===== config.mk =====
export PLATFORM = sky130hd
export DESIGN_NAME = brick_hit_unit
export DESIGN_NICKNAME = d
export VERILOG_FILES = /design/src/rtl/brick_hit_unit.sv
export SDC_FILE = /design/constraint.sdc
export NUM_CORES = 1
export LEC_CHECK = 0
export ABC_AREA = 1
export CAP_MARGIN = 15
export CORE_UTILIZATION = 40
export DETAILED_ROUTE_END_ITERATION = 7
export GPL_ROUTABILITY_DRIVEN = 0
export HOLD_SLACK_MARGIN = 0.02
export PLACE_DENSITY_LB_ADDON = 0.25
export SLEW_MARGIN = 20
export SYNTH_ARGS = -nofsm -noshare
export SYNTH_HDL_FRONTEND = slang
export SYNTH_SLANG_ARGS = --single-unit

===== constraint.sdc =====
create_clock -name clk -period 3.1 [get_ports clk]
set_input_delay 0.93 -clock clk [delete_from_list [all_inputs] [get_ports clk]]
set_output_delay 0.93 -clock clk [all_outputs]
set_load 0.1 [all_outputs]

===== src/rtl/brick_hit_unit.sv =====
// -----------------------------------------------------------------------------
// brick_hit_unit
//
// Owns the live brick map during play. While the game is in its load state the
// map and its total hit points are captured from the level loader every cycle.
// During play, single hit requests from the collision logic are accepted,
// registered and resolved one cycle later. The acknowledged result, score
// increment and updated map appear on registered outputs one cycle after that.
//
// Ports
//   clk          system clock
//   rst          asynchronous active-low reset
//   state [2:0]  game state: 1 = load, 2 = play, anything else = hold
//   brick_in     level map from the loader (0 = empty, 1..3 = strength)
//   hit_req      hit request valid
//   hit_idx      index of the struck brick
//   hit_ready    a request is accepted in this cycle when hit_req is high
//   hit_ack      one-cycle pulse, hit_result/score_add valid
//   hit_result   0 = empty slot, 1 = damaged, 2 = destroyed
//   score_add    score increment, zero when hit_ack is low
//   brick_out    registered live map for render and collision
//   hp_left      sum of all live brick strengths
//   level_clear  sticky, set when no hit points remain in play
// -----------------------------------------------------------------------------
module brick_hit_unit #(
   parameter  int NUM_BRICKS    = 64,
   parameter  int HP_W          = 8,
   parameter  int SCORE_DAMAGE  = 1,
   parameter  int SCORE_DESTROY = 4,
   localparam int IDX_W         = $clog2(NUM_BRICKS)
) (
   input  logic             clk,
   input  logic             rst,
   input  logic [2:0]       state,
   input  logic [1:0]       brick_in [NUM_BRICKS],
   input  logic             hit_req,
   input  logic [IDX_W-1:0] hit_idx,
   output logic             hit_ready,
   output logic             hit_ack,
   output logic [1:0]       hit_result,
   output logic [3:0]       score_add,
   output logic [1:0]       brick_out [NUM_BRICKS],
   output logic [HP_W-1:0]  hp_left,
   output logic             level_clear
);

   typedef enum logic [1:0] {
      S_IDLE,
      S_LOAD,
      S_PLAY,
      S_PEND
   } fsm_e;

   typedef enum logic [1:0] {
      RES_EMPTY     = 2'd0,
      RES_DAMAGED   = 2'd1,
      RES_DESTROYED = 2'd2
   } result_e;

   localparam logic [2:0] GS_LOAD = 3'd1;
   localparam logic [2:0] GS_PLAY = 3'd2;

   fsm_e             fsm_q, fsm_d;
   logic             loaded_q, loaded_d;     // a load has happened since reset
   logic [IDX_W-1:0] idx_q, idx_d;
   logic [1:0]       brick_q [NUM_BRICKS];
   logic [1:0]       brick_d [NUM_BRICKS];
   logic [HP_W-1:0]  hp_q, hp_d;
   logic             clear_q, clear_d;
   logic             ack_q, ack_d;
   result_e          result_q, result_d;
   logic [3:0]       score_q, score_d;

   logic [HP_W-1:0]  load_sum;
   logic             in_range;
   logic [1:0]       strength;

   // Total hit points of the incoming map, each strength zero-extended.
   always_comb begin
      load_sum = '0;
      for (int i = 0; i < NUM_BRICKS; i++) begin
         load_sum = load_sum + HP_W'(brick_in[i]);
      end
   end

   // Indices beyond the map read as an empty slot.
   assign in_range = (32'(idx_q) < 32'(NUM_BRICKS));
   assign strength = in_range ? brick_q[idx_q] : 2'd0;

   assign hit_ready = (fsm_q == S_PLAY) && (state == GS_PLAY) && !clear_q;

   always_comb begin
      // NOTE: every variable gets a default before any branch so that no path
      // leaves it unassigned; a missing default would infer a latch.
      fsm_d    = fsm_q;
      loaded_d = loaded_q;
      idx_d    = idx_q;
      brick_d  = brick_q;
      hp_d     = hp_q;
      clear_d  = clear_q;
      ack_d    = 1'b0;
      result_d = RES_EMPTY;
      score_d  = '0;

      // Datapath actions of the current state.
      case (fsm_q)
         S_LOAD: begin
            brick_d  = brick_in;
            hp_d     = load_sum;
            clear_d  = 1'b0;
            loaded_d = 1'b1;
         end
         S_PLAY: begin
            if (hit_req && hit_ready) idx_d = hit_idx;
         end
         S_PEND: begin
            // Leaving play while pending drops the request: no ack, no update.
            if (state == GS_PLAY) begin
               ack_d = 1'b1;
               if (strength != 2'd0) begin
                  brick_d[idx_q] = strength - 2'd1;
                  hp_d           = (hp_q == '0) ? '0 : hp_q - 1'b1;
                  if (strength == 2'd1) begin
                     result_d = RES_DESTROYED;
                     score_d  = 4'(SCORE_DESTROY);
                  end else begin
                     result_d = RES_DAMAGED;
                     score_d  = 4'(SCORE_DAMAGE);
                  end
                  if (hp_d == '0) clear_d = 1'b1;
               end
            end
         end
         default: ;
      endcase

      // Next-state logic; a load request overrides everything.
      case (fsm_q)
         S_IDLE:  if (state == GS_PLAY && loaded_q) fsm_d = S_PLAY;
         S_LOAD:  fsm_d = (state == GS_PLAY) ? S_PLAY : S_IDLE;
         S_PLAY: begin
            if (state != GS_PLAY)          fsm_d = S_IDLE;
            else if (hit_req && hit_ready) fsm_d = S_PEND;
         end
         S_PEND:  fsm_d = (state == GS_PLAY) ? S_PLAY : S_IDLE;
         default: fsm_d = S_IDLE;
      endcase
      if (state == GS_LOAD) fsm_d = S_LOAD;

      // Entering play with nothing left to hit flags the level clear at once,
      // so hit_ready is already low on the first play cycle.
      if (fsm_d == S_PLAY && (fsm_q == S_IDLE || fsm_q == S_LOAD) && hp_d == '0)
         clear_d = 1'b1;
   end

   // NOTE: the brick map is a small register array, not a RAM macro, so it is
   // reset along with the rest of the state; that gives render a clean map.
   always_ff @(posedge clk or negedge rst) begin
      if (!rst) begin
         fsm_q    <= S_IDLE;
         loaded_q <= 1'b0;
         idx_q    <= '0;
         for (int i = 0; i < NUM_BRICKS; i++) brick_q[i] <= 2'd0;
         hp_q     <= '0;
         clear_q  <= 1'b0;
         ack_q    <= 1'b0;
         result_q <= RES_EMPTY;
         score_q  <= '0;
      end else begin
         // NOTE: non-blocking assignments so every register samples the
         // pre-edge values regardless of statement order.
         fsm_q    <= fsm_d;
         loaded_q <= loaded_d;
         idx_q    <= idx_d;
         brick_q  <= brick_d;
         hp_q     <= hp_d;
         clear_q  <= clear_d;
         ack_q    <= ack_d;
         result_q <= result_d;
         score_q  <= score_d;
      end
   end

   assign hit_ack     = ack_q;
   assign hit_result  = result_q;
   assign score_add   = score_q;
   assign brick_out   = brick_q;
   assign hp_left     = hp_q;
   assign level_clear = clear_q;

endmodule


* Yosys cells after proc, flatten, opt, wreduce, memory -nomap -nowiden
Index checks and enable logic that the tools add are counted.
** Word-level totals
- Bits of input ports :: 140
- Logic and storage cells :: 207
- Output and inout bits :: 145
- Register bits after elaboration :: 153
** Cells by class
- Equal/unequal tests :: 13
- Multiplexer cells :: 34
- Reductions and logical operators :: 20
- Add/sub/neg operators :: 65
- Order comparisons :: 2
- Bitwise operators :: 1
** Operators by type and width (count)
- $add 8x2->8 :: 57
- $mux 128 :: 2
- $pmux 128 s2 :: 1
- $bwmux 128 :: 1
- $logic_not 8->1 :: 3
- $mux 2 :: 12
- $mux 8 :: 3
- $pmux 8 s2 :: 1
- $bmux 2 s6 :: 1
- $demux 2 s6 :: 1
- $mux 3 :: 4
- $ne 3x3->1 const B :: 3
- $add 7x2->8 :: 1
- $sub 8x1->8 const B :: 1
- $add 6x2->7 :: 1
- $ge 7x7->1 const B :: 1
- $logic_and 1x1->1 :: 7
- $lt 7x1->1 const B :: 1
- $not 6->7 :: 1
- $add 5x2->6 :: 1
- $eq 2x2->1 const B :: 3
- $mux 1 :: 6
- $pmux 2 s3 :: 1
- $add 4x2->5 :: 1
- other kinds (18) :: 21

* Longest topological paths before layout
Gate-level depths: netlist of the first run.
- Depth in word-level cells :: 68
- Gate-level depth with buffers :: 32
- Depth with buffers taken out :: 32

* Worst setup path after synthesis of the first run
OpenSTA, ideal clock, no wires.
- Path type :: in2reg
- Start :: input port brick_in[95] in the netlist's numbering
- End :: register clear_q, in the netlist level_clear
- Setup time :: 0.065 ns
- Data required time :: 3.035 ns
- Arrival :: 7.069 ns
- Stages :: 30
- Path slack :: -4.034 ns
- Cell sequence :: inv_1 -> fa_1 -> inv_1 -> fa_1 -> fa_1 -> fa_1 -> inv_1 -> fa_1 -> inv_1 -> fa_1 -> fa_1 -> fa_1 -> inv_1 -> fa_1 -> inv_1 -> ha_1 -> fa_1 -> inv_1 -> nand2_1 -> nand3_1 -> nand2_1 -> inv_1 -> nand2_1 -> inv_1 -> nand2_1 -> nor2_1 -> nand2_1 -> nor2_1 -> nand4_1 -> nand2_1
** On the way
- Longest elaborated chain between the ends :: 53
- Elaborated cells between the ends (all ways) :: 57
** Ends and longest elaborated chain
- from (decl) :: line 35 : input logic [1:0] brick_in [NUM_BRICKS],
- $add 8x2->8 * (48 in a row) :: line 82 : load_sum = load_sum + HP_W'(brick_in[i]);
- $pmux 8 s2 * :: line 106 : case (fsm_q)
- named net hp_d[3] :: line 68 : logic [HP_W-1:0] hp_q, hp_d;
- $logic_not 8->1 * :: line 152 : if (fsm_d == S_PLAY && (fsm_q == S_IDLE || fsm_q == S_LOAD) && hp_d == '0)
- $logic_and 1x1->1 * :: line 152
- $ne 3x3->1 (no source line) / $reduce_bool 3->1 (equally long branches)
- $reduce_and 4->1 (no source line)
- to (signal assigned) :: line 177 : clear_q <= clear_d;
- to (decl) :: line 69 : logic clear_q, clear_d;
Mark *: on every way through the listed nets, which the timed path passes. The rest lies on a longest branch.
A chain may end at the register's enable or synchronous reset.

* Worst setup path after layout of the first run
- Start :: input port brick_in[107] in the netlist's numbering
- End :: register clear_q, in the netlist level_clear
** On the way
- Longest elaborated chain between the ends :: 59
- Elaborated cells between the ends (all ways) :: 63
** Ends and longest elaborated chain (line)
- $add 8x2->8 * (54 in a row) :: 82
- $pmux 8 s2 * :: 106
- $logic_not 8->1 * :: 152
- $logic_and 1x1->1 * :: 152
- $ne 3x3->1 (no source line) / $reduce_bool 3->1 (equally long branches)
- $reduce_and 4->1 (no source line)
Every way passes the cells marked *; elsewhere a longest branch is shown, timed or not.

==> qor.txt, run 1 <==
Status = complete, but fails checks
Failing checks = setup timing
Max cap viols = 0
Slew HR = 0.365
Syn. warnings = 0
Post-layout util = 0.581
Nets = 2606
Final setup vio count = 95
Adder-cell share of the synthesized area = 0.217
First-pass GRT wire length = 81.8 mm
Synth Area in Simple Gates = 0.247
Max Transition Viols Final = 0
Post-Synthesis Cell Area = 13400 µm²
DR iter-0 viols = 1644
GRT overflow = 0
First drt pass iteration count = 6
Vias in the first global route = 14100
Largest net degree at the start of global routing = 160
Area growth, synth to finish = 42.1%
Register area share after synthesis = 0.278
Clk slew on worst S/H paths = 0.08 ns
Worst setup EP type = flop
Final hold vios = 0
Vias = 14800
DIE WIDTH = 185 µm
Root Buffer = clkbuf_16
CTS Sinks = 149
Drt total wl = 55.6 mm
Die Ht = 185 µm
Max Root-Sink Buffers = 2
Die ar. = 34200 µm²
Number of buffers created by CTS = 17
IO Port Bufs = 282
Setup CP Type = input pin to flop
H-tree depth = 4
DR WL/cell = 20.1 µm
Post-synthesis mux area share = 0
Worst Hold Class = input pin to asynchronous set/reset pin
Final setup skew = 0.0163 ns
Dpl hpwl = 41.2 mm
Initial core utilization = 0.409
Syn_area_per_cell = 7.14 µm²
Largest family of logic cells by synthesized area = simple AND/OR/NAND/NOR gates
Cell row count = 66
Post-route ant nets = 0
RSZ-0062 raised after global routing = true
Req. time, crit path = 3.43 ns
CTS tree = done
Yosys cell types = 41
Slew @ Worst Pin = 0.952 ns
DR DRC count = 0
Core Area = 32800 µm²
Initial antenna violation count = 1
GR Util All Layers = 0.321
CP startpoint kind = input pin
CP max FO = 3
Period utilization = 2.25
CP arrival = 7.29 ns
Share of layout cells above drive strength 1 = 0.330
Max Fclk = 144 MHz
Cells after Synth = 1878
XOR/XNOR Fraction of Synth Area = 0.000654
CTS Hold Buffers Added = 0
I/O pin total = 285
Vias/cell = 5.33
Yosys reg bits = 149
Worst setup margin = -3.86 ns
Synth Area in Compound Gates = 0.120
Final min period = 6.96 ns
Clk Latency, worst-skew pair = 0.44 ns
[stage by stage]
stage	hold WS, ns	cell area [µm²]	cells	setup WS [ns]	setup TNS, ns
5_1_grt	0.409	19000	2768	-4.07	-55.18
4_1_cts	0.395	18400	2753	-3.89	-32.01
3_3_place_gp	0.471	17700	2707	-4.81	-56.40
6_report	0.388	19000	2768	-3.86	-39.40
2_1_floorplan	0.423	13500	1879	-3.78	-30.49
3_5_place_dp	0.478	17700	2707	-4.84	-59.29
[layout make-up]
class,instances,area [µm²]
multi-input combinational,1266,8480
inverter,381,1460
clock buffer,19,433
tap,442,553
clock inverter,13,118
fill,2933,13700
antenna,1,2.50
sequential,149,3760
timing repair buffer,497,4230
[cell families (layout without fill, tap and decap cells)]
logic type,after synthesis,in the layout
flops,149,149
compound gates,298,298
xor+xnor,1,1
buf+inv,464,910
fa+ha+maj,154,154
other cells,1,3
simple gates,811,811
[sequential cells by signal, summed over array words and instances, names as in the netlist]
register,cells
hit_ack,1
score_add,2
hp_left,8
idx_q,6
level_clear,1
fsm_q,2
brick_out,128
loaded_q,1
[critical path, cell delays in order]
cell and delay [ns]:
buf_8 0.08, inv_4 0.03, fa_1 0.56, inv_2 0.07, fa_1 0.56, fa_2 0.45, fa_1 0.56, inv_2 0.06
fa_1 0.55, inv_2 0.04, fa_1 0.51, fa_2 0.48, fa_1 0.53, inv_2 0.04, fa_1 0.51, inv_2 0.05
ha_4 0.15, fa_2 0.38, buf_6 0.13, nand3_2 0.05, nand2_2 0.06, a21oi_1 0.14, o21ai_1 0.07, o21ai_1 0.07
nor2_1 0.07, nand4_1 0.09, nand2_1 0.06
[cells in the final DEF, fill, tap and decap left out, types with 35 or more instances in the layout]
cell | Yosys | final
nand2_1 | 399 | 381
buf_4 | 17 | 315
inv_1 | 375 | 262
nor2_1 | 251 | 236
dfrtp_1 | 149 | 121
a21oi_1 | 133 | 120
inv_2 | 1 | 109
nand3_1 | 93 | 88
fa_1 | 130 | 74
fa_2 | 0 | 56
a31oi_1 | 40 | 40
clkdlybuf4s50_1 | 0 | 40
o21ai_2 | 0 | 37
nor3_1 | 38 | 36
o21ai_0 | 87 | 35
[per-layer routing]
| layer | wire, µm | share of wire | global-route usage | up-vias |
|---|---|---|---|---|
| met1 | 22200 | 0.40 | 0.439 | 7032 |
| met4 | 2710 | 0.049 | 0.150 | 0 |
| li1 | - | - | - | 6644 |
| met5 | 0 | 0 | 0 | - |
| met3 | 5690 | 0.10 | 0.0521 | 173 |
| met2 | 25000 | 0.45 | 0.497 | 905 |
[worst paths after layout]
path / startpoint / end / slack, ns / cells past startpoint
worst max-delay path: brick_in[107] / level_clear$_DFFE_PN0P_ / -3.86 / 27
worst min-delay path: rst / brick_out[66]$_DFFE_PN0P_ / 0.39 / 1
worst max register to register: idx_q[1]$_DFFE_PN0P_ / brick_out[103]$_DFFE_PN0P_ / -0.22 / 23
worst min register to register: loaded_q$_DFFE_PN0P_ / loaded_q$_DFFE_PN0P_ / 0.49 / 2
max in group asynchronous: rst / brick_out[124]$_DFFE_PN0P_ / 1.98 / 2
min in group clk: loaded_q$_DFFE_PN0P_ / loaded_q$_DFFE_PN0P_ / 0.49 / 2
[cells in the mapped netlist]
cell | number | share of area
nand2_2 | 3 | 0.0014
nor2_1 | 251 | 0.070
nor4_1 | 1 | 0.00047
clkinv_1 | 5 | 0.0014
buf_6 | 2 | 0.0017
nor2_2 | 1 | 0.00047
a21oi_1 | 133 | 0.050
clkbuf_1 | 41 | 0.011
inv_1 | 375 | 0.11
buf_4 | 17 | 0.0095
o2bb2ai_1 | 1 | 0.00065
and3_1 | 1 | 0.00047
conb_1 | 1 | 0.00028
nor2_8 | 1 | 0.0015
nand4_1 | 10 | 0.0047
ha_1 | 24 | 0.022
nand3b_1 | 1 | 0.00056
o31ai_1 | 1 | 0.00056
buf_2 | 21 | 0.0078
xnor2_1 | 1 | 0.00065
o21bai_1 | 1 | 0.00056
a21boi_0 | 1 | 0.00056
o21ai_0 | 87 | 0.032
o211ai_1 | 3 | 0.0017
inv_2 | 1 | 0.00028
or2_1 | 3 | 0.0014
nor3_1 | 38 | 0.014
a22oi_1 | 7 | 0.0039
nand3_1 | 93 | 0.035
dfrtp_1 | 149 | 0.28
fa_1 | 130 | 0.19
nand2_1 | 399 | 0.11
nor2_4 | 2 | 0.0017
or2_2 | 6 | 0.0028
a21boi_1 | 2 | 0.0011
and2_1 | 1 | 0.00047
o21a_1 | 1 | 0.00056
o21ai_1 | 8 | 0.0030
buf_1 | 2 | 0.00056
o22ai_1 | 13 | 0.0061
a31oi_1 | 40 | 0.019
[what timing repair did]
action,4_1_cts,5_1_grt
endpoints found under the setup margin,139,138
buffers inserted,16,11
gates cloned,0,4
endpoints found under the hold margin,0,0
pin swaps,105,123
gates resized for setup,403,285
Power of run 1 is not shown: default switching activity piles up to over one toggle a cycle in this logic, so the estimate is an artifact.
==> inputs of run 2 (changes only) <==
--- a/config.mk
+++ b/config.mk
@@ -5,10 +5,10 @@
 export SDC_FILE = /design/constraint.sdc
 export NUM_CORES = 1
 export LEC_CHECK = 0
-export ABC_AREA = 1
 export CAP_MARGIN = 15
 export CORE_UTILIZATION = 40
 export DETAILED_ROUTE_END_ITERATION = 7
+export DONT_BUFFER_PORTS = 1
 export GPL_ROUTABILITY_DRIVEN = 0
 export HOLD_SLACK_MARGIN = 0.02
 export PLACE_DENSITY_LB_ADDON = 0.25
==> run 2 against run 1 <==
  * The run ends with DRC, setup timing left
  * Global-route usage grew 5.3 points
  * Critical path depth shrank 6
  * Die area shrank 5.6%
  * Maximum frequency shrank 4.5%
  * Critical endpoint unchanged
==> qor.txt, run 2 <==
Status = complete, but fails checks
Failing checks = DRC, setup timing
Vias in the first global route = 13200 (-6.3%)
Cell row count = 64 (-3.0%)
Req. time, crit path = 3.46 ns (+0.03 ns)
Yosys reg bits = 149 (unchanged)
Initial antenna violation count = 3 (+2)
Setup CP Type = input pin to flop
Top cells by area, synth = dfrtp_1 (29%), fa_1 (21%), inv_1 (6.3%)
R2r startpoint = idx_q[1]$_DFFE_PN0P_
RSZ-0062 raised after global routing = true
CTS tree = done
Largest net degree at the start of global routing = 150 (-6.3%)
DR iter-0 viols = 1491 (-9.3%)
Worst setup margin = -4.19 ns (-0.329 ns)
Storage element area = 3790 µm² (+0.60%)
CTS Hold Buffers Added = 0 (unchanged)
Worst setup EP type = flop
Final hold vios = 0 (unchanged)
Post-synthesis mux area share = 0.0509 (+0.0509)
First drt pass iteration count = 8 (+2)
M1 GR Usage = 0.461 (+0.0214)
Post-synth top flop = dfrtp_1
Max reg flops = 128 (unchanged)
Core Area = 30800 µm² (-6.0%)
Post-synth EDFFs = 0 (unchanged)
Worst R2R Setup Slack = -0.97 ns (-0.75 ns)
Slew @ Worst Pin = 0.950 ns (-0.00232 ns)
Clk slew on worst S/H paths = 0.07 ns (about the same)
H-tree depth = 4 (unchanged)
CP startpoint kind = input pin
Max Transition Viols Final = 0 (unchanged)
Die ar. = 32300 µm² (-5.6%)
Crit-path slowest cell = fa_2
Reg2reg end = level_clear$_DFFE_PN0P_
Dominant cell type by area after synthesis = dfrtp_1
IO Port Bufs = 0 (-100%)
Fillers = 2476 (-16%)
R2R depth = 16 (-30%)
Most frequent cells in the layout = buf_4 (285), inv_1 (200), fa_1 (119)
Final setup skew = 0.0150 ns (-0.00124 ns)
Vias = 13400 (-9.2%)
Top-count cell post-synth = inv_1
Post-Synthesis Cell Area = 12600 µm² (-5.6%)
Synth async-reset ratio = 1.00 (unchanged)
Period utilization = 2.35 (+0.106)
Number of buffers created by CTS = 17 (unchanged)
XOR/XNOR Fraction of Synth Area = 0.00277 (+0.00212)
Commonest non-fill, non-tap cell in the layout = buf_4
Grt met3 use = 0.156 (+0.104)
Multi-input gate area = 9480 µm² (+12%)
Dpl hpwl = 46.1 mm (+12%)
Share of layout cells above drive strength 1 = 0.430 (+0.100)
Synth Area in Compound Gates = 0.218 (+0.0983)
M2 GR Usage = 0.551 (+0.0540)
Placed cell count = 2043 (-25%)
Critical Path Start = brick_in[87]
First-pass GRT wire length = 87.8 mm (+7.4%)
Synth Area in Simple Gates = 0.112 (-0.135)
GRT overflow = 0 (unchanged)
Gr busiest metal = met2
Slew HR = 0.369 (+0.00337)
Nets = 2019 (-23%)
Area growth, synth to finish = 48.4%
DR DRC count = 36 (+36)
Register area share after synthesis = 0.295 (+0.0166)
Clk Latency, worst-skew pair = 0.46 ns (+0.02 ns)
CP arrival = 7.65 ns (+0.36 ns)
Final setup vio count = 137 (+44%)
Post-route ant nets = 0 (unchanged)
Max incr delay on CP = 0.62 ns (+0.06 ns)
Max cap viols = 0 (unchanged)
Syn. warnings = 0 (unchanged)
Count of non-filler cells in the finished layout = 2136 (-23%)
DIE WIDTH = 180 µm (-2.8%)
I/O pin total = 285 (unchanged)
Initial core utilization = 0.410 (+0.00140)
Die Ht = 180 µm (-2.8%)
Final min period = 7.29 ns (+0.329 ns)
Largest family of logic cells by synthesized area = adder cells
Synth top area share = 0.295 (+0.0166)
Yosys cell types = 71 (+73%)
Top post-synthesis cells by count = inv_1 (211), dfrtp_1 (149), fa_1 (130), a21oi_1 (126), o21ai_0 (122)
Worst Hold Class = input pin to asynchronous set/reset pin
Cells after Synth = 1412 (-25%)
DR WL/cell = 28.9 µm (+44%)
GR Util All Layers = 0.375 (+0.0534)
Adder-cell share of the synthesized area = 0.230 (+0.0129)
Root Buffer = clkbuf_16
Drt total wl = 61.8 mm (+11%)
CP max FO = 2 (-1)
Syn_area_per_cell = 8.96 µm² (+26%)
Max Fclk = 137 MHz (-4.5%)
Max Root-Sink Buffers = 2 (unchanged)
Vias/cell = 6.27 (+18%)
CTS Sinks = 149 (unchanged)
Top cell by count, worst path = fa_1
Crit-path cells = fa_1, fa_1, fa_2, inv_2, fa_2, fa_1, inv_2, fa_1, fa_1, fa_1, inv_1, fa_1, inv_2, ha_4, fa_2, a21o_1, a21oi_2, xnor2_1, o22ai_1, or4_1, o31ai_1
## run 2: worst max path at each step
stage                         endpoint  slack, ns  cells after the start
2_1_floorplan  level_clear$_DFFE_PN0P_      -4.34                     23
3_3_place_gp   level_clear$_DFFE_PN0P_      -4.59                     21
3_5_place_dp   level_clear$_DFFE_PN0P_      -4.66                     21
4_1_cts        level_clear$_DFFE_PN0P_      -4.13                     21
5_1_grt        level_clear$_DFFE_PN0P_      -4.34                     23
6_report       level_clear$_DFFE_PN0P_      -4.19                     21
## run 2: kinds of logic after synthesis
group                      Yosys count
AOI/OAI and AO/OA                  451
xor gates and xnor gates             4
adders and majority gates          154
buffers and inverters              299
DFF                                149
muxes                               50
other                                1
and+or+nand+nor                    304
## run 2: worst max-delay path, delay by kind of cell
kind | cells | cell delay, ns
AOI/OAI and AO/OA | 4 | 0.66
xor gates and xnor gates | 1 | 0.14
adders and majority gates | 11 | 5.18
buffers and inverters | 4 | 0.20
and+or+nand+nor | 1 | 0.53
## run 2: timing repair
action | 4_1_cts | 5_1_grt
setup endpoints to repair | 139 | 139
resized for setup | 218 | 146
pin swaps | 71 | 50
buffers inserted | 41 | 29
cloned | 6 | 1
## run 2: cell type report
type,count,share of cell area
multi-input cells,965,0.505
repair buffers,379,0.189
inverters,213,0.0434
well taps,396,0.0264
clock buffers,19,0.0236
clock inverters,13,0.0105
flip-flops and latches,149,0.202
diodes,2,0.000267
## run 2: per-layer routing
metal,vias up,wire length (µm),part of all wire
li1,5513,-,-
met1,6587,21600,0.35
met2,1032,26600,0.43
met3,268,9230,0.15
met4,0,4370,0.071
met5,-,0,0
## run 2: stage by stage
step | hold slack (ns) | worst slack, ns | area [µm²] | TNS (ns) | utilization
after floorplan | 0.436 | -4.34 | 13500 | -104.05 | -
after global placement | 0.547 | -4.59 | 16100 | -114.81 | 0.521
after detailed placement | 0.547 | -4.66 | 16100 | -116.66 | 0.521
after CTS | 0.164 | -4.13 | 17900 | -103.51 | 0.581
after global routing | 0.159 | -4.34 | 18800 | -118.31 | 0.608
final | 0.177 | -4.19 | 18800 | -112.59 | 0.608
Power of run 2 is left out for the same reason.
==> inputs of run 3 (changes only) <==
--- a/config.mk
+++ b/config.mk
@@ -6,11 +6,12 @@
 export NUM_CORES = 1
 export LEC_CHECK = 0
 export CAP_MARGIN = 15
+export CORE_MARGIN = 8
 export CORE_UTILIZATION = 40
 export DETAILED_ROUTE_END_ITERATION = 7
 export DONT_BUFFER_PORTS = 1
 export GPL_ROUTABILITY_DRIVEN = 0
-export HOLD_SLACK_MARGIN = 0.02
+export HOLD_SLACK_MARGIN = 0.1
 export PLACE_DENSITY_LB_ADDON = 0.25
 export SLEW_MARGIN = 20
 export SYNTH_ARGS = -nofsm -noshare
==> run 3 against run 2 <==
  * Highest routed layer unchanged
  * Utilization down 1.4 points
  * Worst hold slack better by 0.0094 ns
  * The run ends with setup timing left
  * Critical endpoint unchanged
  * Sequential cell count unchanged
==> qor.txt, run 3 (same netlist as run 2, synthesis figures left out) <==
Initial core utilization = 0.404 (-0.00631)
Multi-input gate area = 9420 µm² (-0.61%)
Core Area = 31300 µm² (+1.6%)
DIE WIDTH = 194 µm (+7.8%)
Final min period = 7.20 ns (-0.0944 ns)
Max incr delay on CP = 0.62 ns (about the same)
H-tree depth = 4 (unchanged)
Worst setup EP type = flop
R2r startpoint = idx_q[2]$_DFFE_PN0P_
Worst Hold Class = input pin to asynchronous set/reset pin
Worst setup margin = -4.10 ns (+0.0944 ns)
Share of layout cells above drive strength 1 = 0.435 (+0.00491)
DR WL/cell = 30.5 µm (+5.3%)
Vias/cell = 6.24 (-0.59%)
CTS Hold Buffers Added = 0 (unchanged)
Commonest non-fill, non-tap cell in the layout = buf_4
Die ar. = 37600 µm² (+16%)
Buffers plus inverters on the worst setup path = 4 (unchanged)
Req. time, crit path = 3.47 ns (about the same)
Root Buffer = clkbuf_16
Area growth, synth to finish = 47.3%
Critical Path Start = brick_in[87]
Clk Latency, worst-skew pair = 0.46 ns (about the same)
Vias in the first global route = 13400 (+0.88%)
Number of buffers created by CTS = 17 (unchanged)
DR DRC count = 0 (-100%)
Die Ht = 194 µm (+7.8%)
Initial antenna violation count = 2 (-1)
WL met2 = 28.1 mm (+6.0%)
Period utilization = 2.32 (-0.0304)
CP startpoint kind = input pin
Most frequent cells in the layout = buf_4 (277), inv_1 (181), dfrtp_1 (113)
Clk slew on worst S/H paths = 0.08 ns (about the same)
GRT overflow = 0 (unchanged)
M1 wire length = 22.7 mm (+5.0%)
GR Util All Layers = 0.334 (-0.0402)
Top Metal Used = met4
Crit-path slowest cell = fa_2
CTS Sinks = 149 (unchanged)
Max reg flops = 128 (unchanged)
Failing checks = setup timing
Cell row count = 65 (+1.6%)
Pre-CTS setup slack = -4.72 ns (-0.0555 ns)
Slew HR = 0.366 (-0.00229)
Crit path max-delay family = adder cells
Storage element area = 3790 µm² (unchanged)
Hold slack = 0.187 ns (+0.00941 ns)
I/O pin total = 285 (unchanged)
First drt pass iteration count = 7 (-1)
Dpl hpwl = 48.1 mm (+4.3%)
Max Fclk = 139 MHz (+1.3%)
Status = complete, but fails checks
Met3 Routed Length = 9.56 mm (+3.6%)
RSZ-0062 raised after global routing = true
Slew @ Worst Pin = 0.953 ns (+0.00344 ns)
IO Port Bufs = 0 (unchanged)
Final setup skew = 0.0180 ns (+0.00298 ns)
Nets = 2004 (-0.74%)
Final hold vios = 0 (unchanged)
Crit-path cells = fa_1, fa_2, fa_2, inv_2, fa_2, fa_1, inv_1, fa_1, fa_2, fa_1, inv_1, fa_1, inv_2, ha_4, fa_2, a21o_1, a21oi_2, xnor2_1, o22ai_1, or4_1, o31ai_1
Final instance area = 18600 µm² (-0.71%)
CTS tree = done
Final setup vio count = 139 (+1.5%)
Vias = 13300 (-1.0%)
Max Transition Viols Final = 0 (unchanged)
First-pass GRT wire length = 92.2 mm (+4.9%)
CP max FO = 2 (unchanged)
CP arrival = 7.56 ns (-0.09 ns)
Post-route ant nets = 0 (unchanged)
Setup CP Type = input pin to flop
Drt total wl = 64.8 mm (+4.8%)
DR iter-0 viols = 1584 (+6.2%)
Largest net degree at the start of global routing = 150 (unchanged)
Max Root-Sink Buffers = 2 (unchanged)
Fillers = 2631 (+6.3%)
DP Area = 16100 µm² (+0.22%)
Max cap viols = 0 (unchanged)
[run 3: path summary, 6_finish.rpt]
kind                                        endpoint  slack [ns]  cells after the start
max in group asynchronous       idx_q[2]$_DFFE_PN0P_        2.48                      0
max reg2reg                  level_clear$_DFFE_PN0P_       -0.86                     13
max                          level_clear$_DFFE_PN0P_       -4.10                     21
min                        brick_out[55]$_DFFE_PN0P_        0.19                      0
min reg2reg                     loaded_q$_DFFE_PN0P_        0.48                      1
min in group clk                loaded_q$_DFFE_PN0P_        0.48                      1
[run 3: what timing repair did]
item	4_1_cts	5_1_grt
gates cloned	8	1
endpoints found under the setup margin	139	139
setup buffers	32	25
resized for setup	221	120
hold endpoints to repair	0	0
pin swaps	102	49
[run 3: stage by stage]
stage,utilization,std cells,TNS [ns]
after floorplan,-,1413,-104.05
after global placement,0.514,2039,-114.88
after detailed placement,0.514,2039,-116.92
after CTS,0.573,2109,-92.43
after global routing,0.595,2127,-117.74
final,0.595,2127,-106.67
[run 3: area by class of cell]
cell class,count,area share
inverter,213,0.0450
antenna,2,0.000269
tap,402,0.0270
sequential,149,0.203
timing repair buffer,363,0.188
clock inverter,12,0.00699
multi-input combinational,966,0.506
clock buffer,20,0.0240
[run 3: routing by layer]
layer / track usage / vias to the layer above
li1: - / 5483
met1: 0.412 / 6570
met2: 0.490 / 983
met3: 0.130 / 229
met4: 0.201 / 0
met5: 0 / -
Power of run 3 is left out for the same reason.
